File: config.mk
export PLATFORM = sky130hd
export DESIGN_NAME = mem_arbiter_flat
export DESIGN_NICKNAME = d
export VERILOG_FILES = /design/src/rtl/mem_arbiter_if.sv /design/src/rtl/mem_arbiter.sv /design/src/flat_wrapper.sv
export SDC_FILE = /design/constraint.sdc
export NUM_CORES = 1
export LEC_CHECK = 0
export CAP_MARGIN = 20
export CELL_PAD_IN_SITES_DETAIL_PLACEMENT = 0
export CELL_PAD_IN_SITES_GLOBAL_PLACEMENT = 1
export CORE_AREA = 2 2 168 170
export CTS_BUF_LIST = sky130_fd_sc_hd__clkbuf_2
export DETAILED_ROUTE_END_ITERATION = 8
export DIE_AREA = 0 0 170 172
export PLACE_DENSITY_LB_ADDON = 0.1
export SYNTH_ARGS = -nofsm -noshare
export SYNTH_HDL_FRONTEND = slang
export SYNTH_SLANG_ARGS = --single-unit
File: constraint.sdc
create_clock -name CLK -period 2 [get_ports CLK]
set_input_delay 0.2 -clock CLK [delete_from_list [all_inputs] [get_ports CLK]]
set_output_delay 0.2 -clock CLK [all_outputs]
set_load 0.02 [all_outputs]
File: src/rtl/mem_arbiter_if.sv
// rtl/mem_arbiter_if.sv - cache-channel and RAM signal bundle for mem_arbiter
// The arbiter takes the slave view; the cache/RAM environment takes the master view.
interface mem_arbiter_if #(
  parameter int CPUS   = 2,
  parameter int WORD_W = 32
);
  logic [CPUS-1:0]        iREN;
  logic [CPUS-1:0]        dREN;
  logic [CPUS-1:0]        dWEN;
  logic [CPUS*WORD_W-1:0] iaddr;
  logic [CPUS*WORD_W-1:0] daddr;
  logic [CPUS*WORD_W-1:0] dstore;
  logic [CPUS-1:0]        iwait;
  logic [CPUS-1:0]        dwait;
  logic [CPUS*WORD_W-1:0] iload;
  logic [CPUS*WORD_W-1:0] dload;
  logic [WORD_W-1:0]      ramaddr;
  logic [WORD_W-1:0]      ramstore;
  logic                   ramREN;
  logic                   ramWEN;
  logic [WORD_W-1:0]      ramload;
  logic [1:0]             ramstate;
  logic                   err;

  modport slave (
    input  iREN, dREN, dWEN, iaddr, daddr, dstore, ramload, ramstate,
    output iwait, dwait, iload, dload, ramaddr, ramstore, ramREN, ramWEN, err
  );

  modport master (
    output iREN, dREN, dWEN, iaddr, daddr, dstore, ramload, ramstate,
    input  iwait, dwait, iload, dload, ramaddr, ramstore, ramREN, ramWEN, err
  );
endinterface

File: src/rtl/mem_arbiter.sv
// rtl/mem_arbiter.sv - round-robin arbiter of per-channel I/D requests onto one RAM port
// Optional watchdog abort enabled by defining ARB_TIMEOUT_EN.
module mem_arbiter #(
  parameter int CPUS    = 2,
  parameter int WORD_W  = 32,
  parameter int TIMEOUT = 255
) (
  input logic          CLK,
  input logic          nRST,
  mem_arbiter_if.slave bus
);
  localparam int IW = (CPUS > 1) ? $clog2(CPUS) : 1;
  localparam logic [1:0] RAM_ACCESS = 2'd2;

  typedef enum logic [1:0] {IDLE, ACCESS, DONE} state_t;

  state_t            r_state, w_next;
  logic [IW-1:0]     r_rr, r_gnt, w_win, w_rr_next;
  logic              r_is_d, r_wr;
  logic [WORD_W-1:0] r_addr, r_store, r_load;
  logic              w_any, w_win_d, w_win_wr, w_timeout;
  logic [CPUS-1:0]   w_dreq;
  logic [WORD_W-1:0] w_win_addr, w_win_store;

  assign w_dreq    = bus.dREN | bus.dWEN;
  assign w_rr_next = IW'((int'(r_gnt) + 1) % CPUS);

  // First requesting channel at or after r_rr, wrapping
  always_comb begin
    w_any = 1'b0;
    w_win = '0;
    for (int i = 0; i < CPUS; i++) begin
      if (!w_any && (w_dreq[(int'(r_rr) + i) % CPUS] || bus.iREN[(int'(r_rr) + i) % CPUS])) begin
        w_any = 1'b1;
        w_win = IW'((int'(r_rr) + i) % CPUS);
      end
    end
  end

  always_comb begin
    w_win_d     = w_dreq[w_win];
    w_win_wr    = w_win_d && bus.dWEN[w_win];
    w_win_addr  = w_win_d ? bus.daddr[int'(w_win)*WORD_W +: WORD_W]
                          : bus.iaddr[int'(w_win)*WORD_W +: WORD_W];
    w_win_store = w_win_wr ? bus.dstore[int'(w_win)*WORD_W +: WORD_W] : '0;
  end

`ifdef ARB_TIMEOUT_EN
  localparam int CW = $clog2(TIMEOUT + 1);
  logic [CW-1:0] r_cnt;
  logic          r_err;

  assign w_timeout = (r_cnt == CW'(TIMEOUT - 1));
  assign bus.err   = r_err;

  always_ff @(posedge CLK) begin
    if (nRST) begin
      r_cnt <= '0;
      r_err <= 1'b0;
    end else begin
      r_err <= (r_state == ACCESS) && (bus.ramstate != RAM_ACCESS) && w_timeout;
      if (r_state == ACCESS) r_cnt <= r_cnt + CW'(1);
      else                   r_cnt <= '0;
    end
  end
`else
  assign w_timeout = 1'b0;
  assign bus.err   = 1'b0;
`endif

  always_ff @(posedge CLK) begin
    if (nRST) r_state <= IDLE;
    else      r_state <= w_next;
  end

  always_comb begin
    w_next = r_state;
    case (r_state)
      IDLE:    if (w_any) w_next = ACCESS;
      ACCESS:  if (bus.ramstate == RAM_ACCESS) w_next = DONE;
               else if (w_timeout)            w_next = IDLE;
      DONE:    w_next = IDLE;
      default: w_next = IDLE;
    endcase
  end

  always_ff @(posedge CLK) begin
    if (nRST) begin
      r_rr    <= '0;
      r_gnt   <= '0;
      r_is_d  <= 1'b0;
      r_wr    <= 1'b0;
      r_addr  <= '0;
      r_store <= '0;
      r_load  <= '0;
    end else begin
      if (r_state == IDLE && w_any) begin
        r_gnt   <= w_win;
        r_is_d  <= w_win_d;
        r_wr    <= w_win_wr;
        r_addr  <= w_win_addr;
        r_store <= w_win_store;
      end
      // Read data is captured when RAM acknowledges, then presented in DONE
      if (r_state == ACCESS && bus.ramstate == RAM_ACCESS) r_load <= bus.ramload;
      if (r_state == DONE || (r_state == ACCESS && w_next == IDLE)) r_rr <= w_rr_next;
    end
  end

  always_comb begin
    bus.ramREN   = (r_state == ACCESS) && !r_wr;
    bus.ramWEN   = (r_state == ACCESS) && r_wr;
    bus.ramaddr  = r_addr;
    bus.ramstore = r_store;
    bus.iwait    = '0;
    bus.dwait    = '0;
    bus.iload    = '0;
    bus.dload    = '0;
    for (int k = 0; k < CPUS; k++) begin
      bus.iwait[k] = bus.iREN[k] && !(r_state == DONE && int'(r_gnt) == k && !r_is_d);
      bus.dwait[k] = w_dreq[k]   && !(r_state == DONE && int'(r_gnt) == k && r_is_d);
      if (r_state == DONE && int'(r_gnt) == k && !r_wr) begin
        if (r_is_d) bus.dload[k*WORD_W +: WORD_W] = r_load;
        else        bus.iload[k*WORD_W +: WORD_W] = r_load;
      end
    end
  end
endmodule

File: src/flat_wrapper.sv
// flat-port wrapper written by rule: the top's interface ports become plain ports
module mem_arbiter_flat 
#(
  parameter int CPUS    = 2,
  parameter int WORD_W  = 32,
  parameter int TIMEOUT = 255
)
  (CLK, nRST, bus_iREN, bus_dREN, bus_dWEN, bus_iaddr, bus_daddr, bus_dstore, bus_ramload, bus_ramstate, bus_iwait, bus_dwait, bus_iload, bus_dload, bus_ramaddr, bus_ramstore, bus_ramREN, bus_ramWEN, bus_err);
  mem_arbiter_if #(.CPUS(CPUS), .WORD_W(WORD_W)) bus_i ();
  input logic CLK;
  input logic nRST;
  input wire logic [$bits(bus_i.iREN)-1:0] bus_iREN;
  input wire logic [$bits(bus_i.dREN)-1:0] bus_dREN;
  input wire logic [$bits(bus_i.dWEN)-1:0] bus_dWEN;
  input wire logic [$bits(bus_i.iaddr)-1:0] bus_iaddr;
  input wire logic [$bits(bus_i.daddr)-1:0] bus_daddr;
  input wire logic [$bits(bus_i.dstore)-1:0] bus_dstore;
  input wire logic [$bits(bus_i.ramload)-1:0] bus_ramload;
  input wire logic [$bits(bus_i.ramstate)-1:0] bus_ramstate;
  output wire logic [$bits(bus_i.iwait)-1:0] bus_iwait;
  output wire logic [$bits(bus_i.dwait)-1:0] bus_dwait;
  output wire logic [$bits(bus_i.iload)-1:0] bus_iload;
  output wire logic [$bits(bus_i.dload)-1:0] bus_dload;
  output wire logic [$bits(bus_i.ramaddr)-1:0] bus_ramaddr;
  output wire logic [$bits(bus_i.ramstore)-1:0] bus_ramstore;
  output wire logic [$bits(bus_i.ramREN)-1:0] bus_ramREN;
  output wire logic [$bits(bus_i.ramWEN)-1:0] bus_ramWEN;
  output wire logic [$bits(bus_i.err)-1:0] bus_err;
  assign bus_i.iREN = bus_iREN;
  assign bus_i.dREN = bus_dREN;
  assign bus_i.dWEN = bus_dWEN;
  assign bus_i.iaddr = bus_iaddr;
  assign bus_i.daddr = bus_daddr;
  assign bus_i.dstore = bus_dstore;
  assign bus_i.ramload = bus_ramload;
  assign bus_i.ramstate = bus_ramstate;
  assign bus_iwait = bus_i.iwait;
  assign bus_dwait = bus_i.dwait;
  assign bus_iload = bus_i.iload;
  assign bus_dload = bus_i.dload;
  assign bus_ramaddr = bus_i.ramaddr;
  assign bus_ramstore = bus_i.ramstore;
  assign bus_ramREN = bus_i.ramREN;
  assign bus_ramWEN = bus_i.ramWEN;
  assign bus_err = bus_i.err;
  mem_arbiter #(.CPUS(CPUS), .WORD_W(WORD_W), .TIMEOUT(TIMEOUT)) u_core (.CLK(CLK), .nRST(nRST), .bus(bus_i));
endmodule
After elaboration in Yosys (flattened, before gate mapping):

Index checks and enable logic that the tools add are counted.

* logic and storage cells: 82
* flip-flop bits (word level): 102

* add/sub/neg operators: 2
* equality and inequality tests: 3
* bitwise gates (word level): 3
* reduce and logical (&&, ||, !) cells: 31
* $lt $le $gt $ge: 3
* multiplexer cells: 29
* shifts and indexed selects: 3

Operators by type and width (number)
* 2-to-1 mux 32 bit: 8
* indexed part select 64 x 7 -> 32 bit: 3
* logical AND 1 bit: 19
* 2-to-1 mux 1 bit: 18
* zero test 1 bit: 7
* == test 2 bit, second input constant: 2
* zero test 2 bit: 2
* < comparator 1 x 2 -> 1 bit, second input constant: 2
* 2-to-1 mux 2 bit: 2
* case mux 2 bit (2 select lines): 1
* logical OR 1 bit: 3
* < comparator 2 x 3 -> 1 bit, second input constant: 1
* adder 1 bit, second input constant: 2
* == test 2 x 1 -> 1 bit, second input constant: 1
* bitwise OR 2 bit: 1
* bitwise AND 1 bit, first input constant: 1
* inverter 1 bit: 1

Logic depth before layout (Yosys ltp):

* word-level depth: 13
* depth in mapped cells: 7

Worst setup path after synthesis:

OpenSTA, ideal clock, no wires.

* kind: register to output
* from: reg u_core.r_state[0]
* to: out bus_iload[33]
* arrival time: 1.410 ns
* path buffers: 2
* stages on the path, launching flop included: 7
* path slack: 0.390 ns
* cell sequence: dfxtp_1 > buf_6 > and2b_1 > nand2_1 > nor3_2 > clkbuf_1 > and2_1

* word-level cells in the longest chain between the ends: 4

Ends and longest elaborated chain
* from (decl): line mem_arbiter.sv:17 `state_t r_state, w_next;`
* from (signal assigned): line mem_arbiter.sv:73 `else r_state <= w_next;`
* == test 2 bit: line mem_arbiter.sv:122 `if (r_state == DONE && int'(r_gnt) == k && !r_wr) begin`
* logical AND 1 bit (2 in a row): line mem_arbiter.sv:122
* 2-to-1 mux 32 bit: line mem_arbiter.sv:122
* to (decl): line flat_wrapper.sv:22 `output wire logic [$bits(bus_i.iload)-1:0] bus_iload;`

Every way passes these cells.

Worst setup path after layout:

* from: reg u_core.r_state[0]
* to: out bus_iload[36]

The elaborated chain is that of the path after synthesis.

==> impl_results.md <==
* Vias in the first global route at 6257
* Status: complete, but fails checks
* Layout cells sized above 1 at 0.202
* Most common cell after layout, fill and taps aside: clkdlybuf4s50_1
* Unique masters post-synth at 41
* Tot GR Track Use at 0.160
* CTS Root Cell: clkbuf_2
* H-tree levels at 3
* Via Count at 6116
* Final setup violation count at 128
* Post-DRT Antenna Nets at 0
* Number of synthesized register bits at 102
* Post-synth EDFFs at 0
* Initial antenna violation count at 2
* Clock Sinks at around 100
* Pwr Total at approximately 5 mW
* Pins Over Slew Limit at 0
* Clock transition at path regs at 320 ps
* CP max stage cell: dfxtp_2
* WL per Instance at around 18 µm
* Synth-to-Final Area Change at 93.8%
* Fin Clk Skew at 53.7 ps
* CP bufs+invs at 3
* Clock Path Buffers at 2
* Total Negative Setup Slacks at -28790 ps
* Min Tclk post-route at 2300 ps
* CTS Buf Count at 9
* Post-synth net total at 857
* Latest clock arrival within the worst-skew pair at 620 ps
* Starting Density at 0.201
* Hpwl dp at 18900 µm
* Syn Std Cell Area at approximately 5500 µm²
* Worst setup margin at -303 ps
* DRT iter0 DRCs at between 150 and 200
* Max Cap Violations at 0
* RSZ-0062 raised after global routing: yes
* Commonest cells after routing, fill and taps aside: 283 x clkdlybuf4s50_1, 127 x and2_1, 110 x buf_4
* Mapped Cells at 623
* CP Capture Type: primary output
* I/O pin cnt at 433
* P_leak at 4.48 nW
* First-pass GRT wire length at 36000 µm
* Rows at 61
* DP Area at 10400 µm²
* Post-layout util at 0.389
* Detailed Route WL at 25200 µm
* Synth Warn # at 0
* Max Clk Rate at around 430 MHz
* CP top delay family: simple AND/OR/NAND/NOR gates
* GR Overflow Total at 0
* Fin area at ~11000 µm²
* Die Area at roughly 29000 µm²
* Worst vdd ir at 0.217 mV
* Crit-path cells: and2b_2, nand2_2, nor3_4, buf_6, buf_8, and2_1, buf_4
* 1st-pass router iterations at 4
* Async SR Flop Fraction at 0
* WL met2 at roughly 13000 µm
* Met3 wire length at approximately 2100 µm
* Vias per Instance at 4.31
* Failing checks: negative setup slack
* Data required time of the worst path at between 1500 and 2000 ps
* Syn_area_per_cell at 8.85 µm²
* Crit path DAT at around 2100 ps
* Worst Hold Class: in2reg
* Pwr Density at around 450 nW/µm²
* Core Area at about 27000 µm²
* WL met1 at 9890 µm
* TritonCTS clock tree: yes
* Crit start category: register
* Filler cells at 2895
* Fin crit share at 1.15
* CP Class: reg2out
* Critical Path Max Stage Delay at 380 ps
* Crit Path Max Fanout at 6
* Die height at around 170 µm
* Final hold vios at 0
* Die Wd at around 170 µm
* Highest Signal Layer: met4
* Port buffer count at 431
* Sequential area share after synthesis at 0.370
* Placer Congestion at 0.767
* Top FF cell, synth: dfxtp_1
* Fin nets at 1297
* Maximum number of pins on one net before global-route repair at 39
* Residual DRC count at 0
[synth_stat cells, drive strengths merged (2+ instances only)]
library cell	count	area share
buf	25	0.033
a31oi	2	0.0023
o2bb2ai	96	0.15
and2	128	0.15
o21ai	36	0.033
a21boi	3	0.0054
nor3	5	0.0084
nand2	67	0.046
a21oi	34	0.031
nand2b	2	0.0023
and3b	2	0.0032
dfxtp	102	0.37
nor2	11	0.0079
o21a	3	0.0041
mux2i	64	0.12
clkbuf	30	0.022
[kinds of logic (layout without fill, tap and decap cells)]
logic type | after synthesis | after routing | share of synthesized area
simple gates | 220 | 220 | 0.220
compound gates | 179 | 179 | 0.235
flops | 102 | 102 | 0.370
mux | 65 | 65 | 0.118
buf+inv | 56 | 501 | 0.0556
other cells | 1 | 5 | 0.000680
[tightest hold or removal path: cells and delay by family]
kind	cells	cell delay, ps
buffers and inverters	1	400
AND/OR/NAND/NOR	1	60
AO/OA/AOI/OAI	1	50
[area by class of cell]
cell class | count | area, µm² | area share
Clock inverter | 7 | 87.6 | 0.00820
Clock buffer | 9 | 45.0 | 0.00421
Sequential cell | 102 | 2050 | 0.192
Inverter | 1 | 3.75 | 0.000351
Antenna cell | 4 | 10.0 | 0.000937
Multi-Input combinational cell | 465 | 3240 | 0.303
Tap cell | 346 | 433 | 0.0405
Timing Repair Buffer | 484 | 4820 | 0.451
[flip-flops by register name, summed over array words and instances, names as in the netlist]
name and flops:
u_core.r_state 2, u_core.r_wr 1, u_core.bus.ramstore 32, u_core.bus.ramaddr 32
u_core.r_gnt 1, u_core.r_is_d 1, u_core.r_load 32, u_core.r_rr 1
[stage by stage]
step,setup WS [ps],hold slack [ps],cells
6_report,-303,94.9,1418
2_1_floorplan,390,336,623
3_3_place_gp,-7.41,444,1382
3_5_place_dp,-19.7,445,1382
5_1_grt,-474,24.1,1416
4_1_cts,-399,0.758,1406
[routing by layer]
layer,track usage,vias up
met5,0,-
met4,0.0580,0
met3,0.0506,23
met2,0.290,270
met1,0.176,2750
li1,-,3073
[where the power goes]
part,total (mW),internal [mW],leakage (nW),switching [mW]
sequential,2.27,2.18,0.836,0.0909
combinational,1.44,0.851,3.57,0.591
clock,1.15,0.326,0.0809,0.823
total,4.86,3.35,4.48,1.50
[final timing paths]
kind                                from                     end  slack [ps]  depth (start not counted)
setup / recovery       u_core.r_state[0]           bus_iload[36]        -300                          7
hold / removal            bus_ramload[2]        u_core.r_load[2]          90                          3
hold reg to reg   u_core.bus.ramaddr[26]  u_core.bus.ramaddr[26]         480                          1
setup reg to reg       u_core.r_state[1]   u_core.bus.ramaddr[0]         320                          6
[what timing repair did]
item / CTS / global route
endpoints found under the hold margin: 8 / 0
endpoints found under the setup margin: 135 / 148
pin swaps: 0 / 2
gates cloned: 0 / 5
buffers inserted: 0 / 3
hold buffers: 8 / 0
resized for setup: 391 / 242
(Power assumes the default switching activity.)
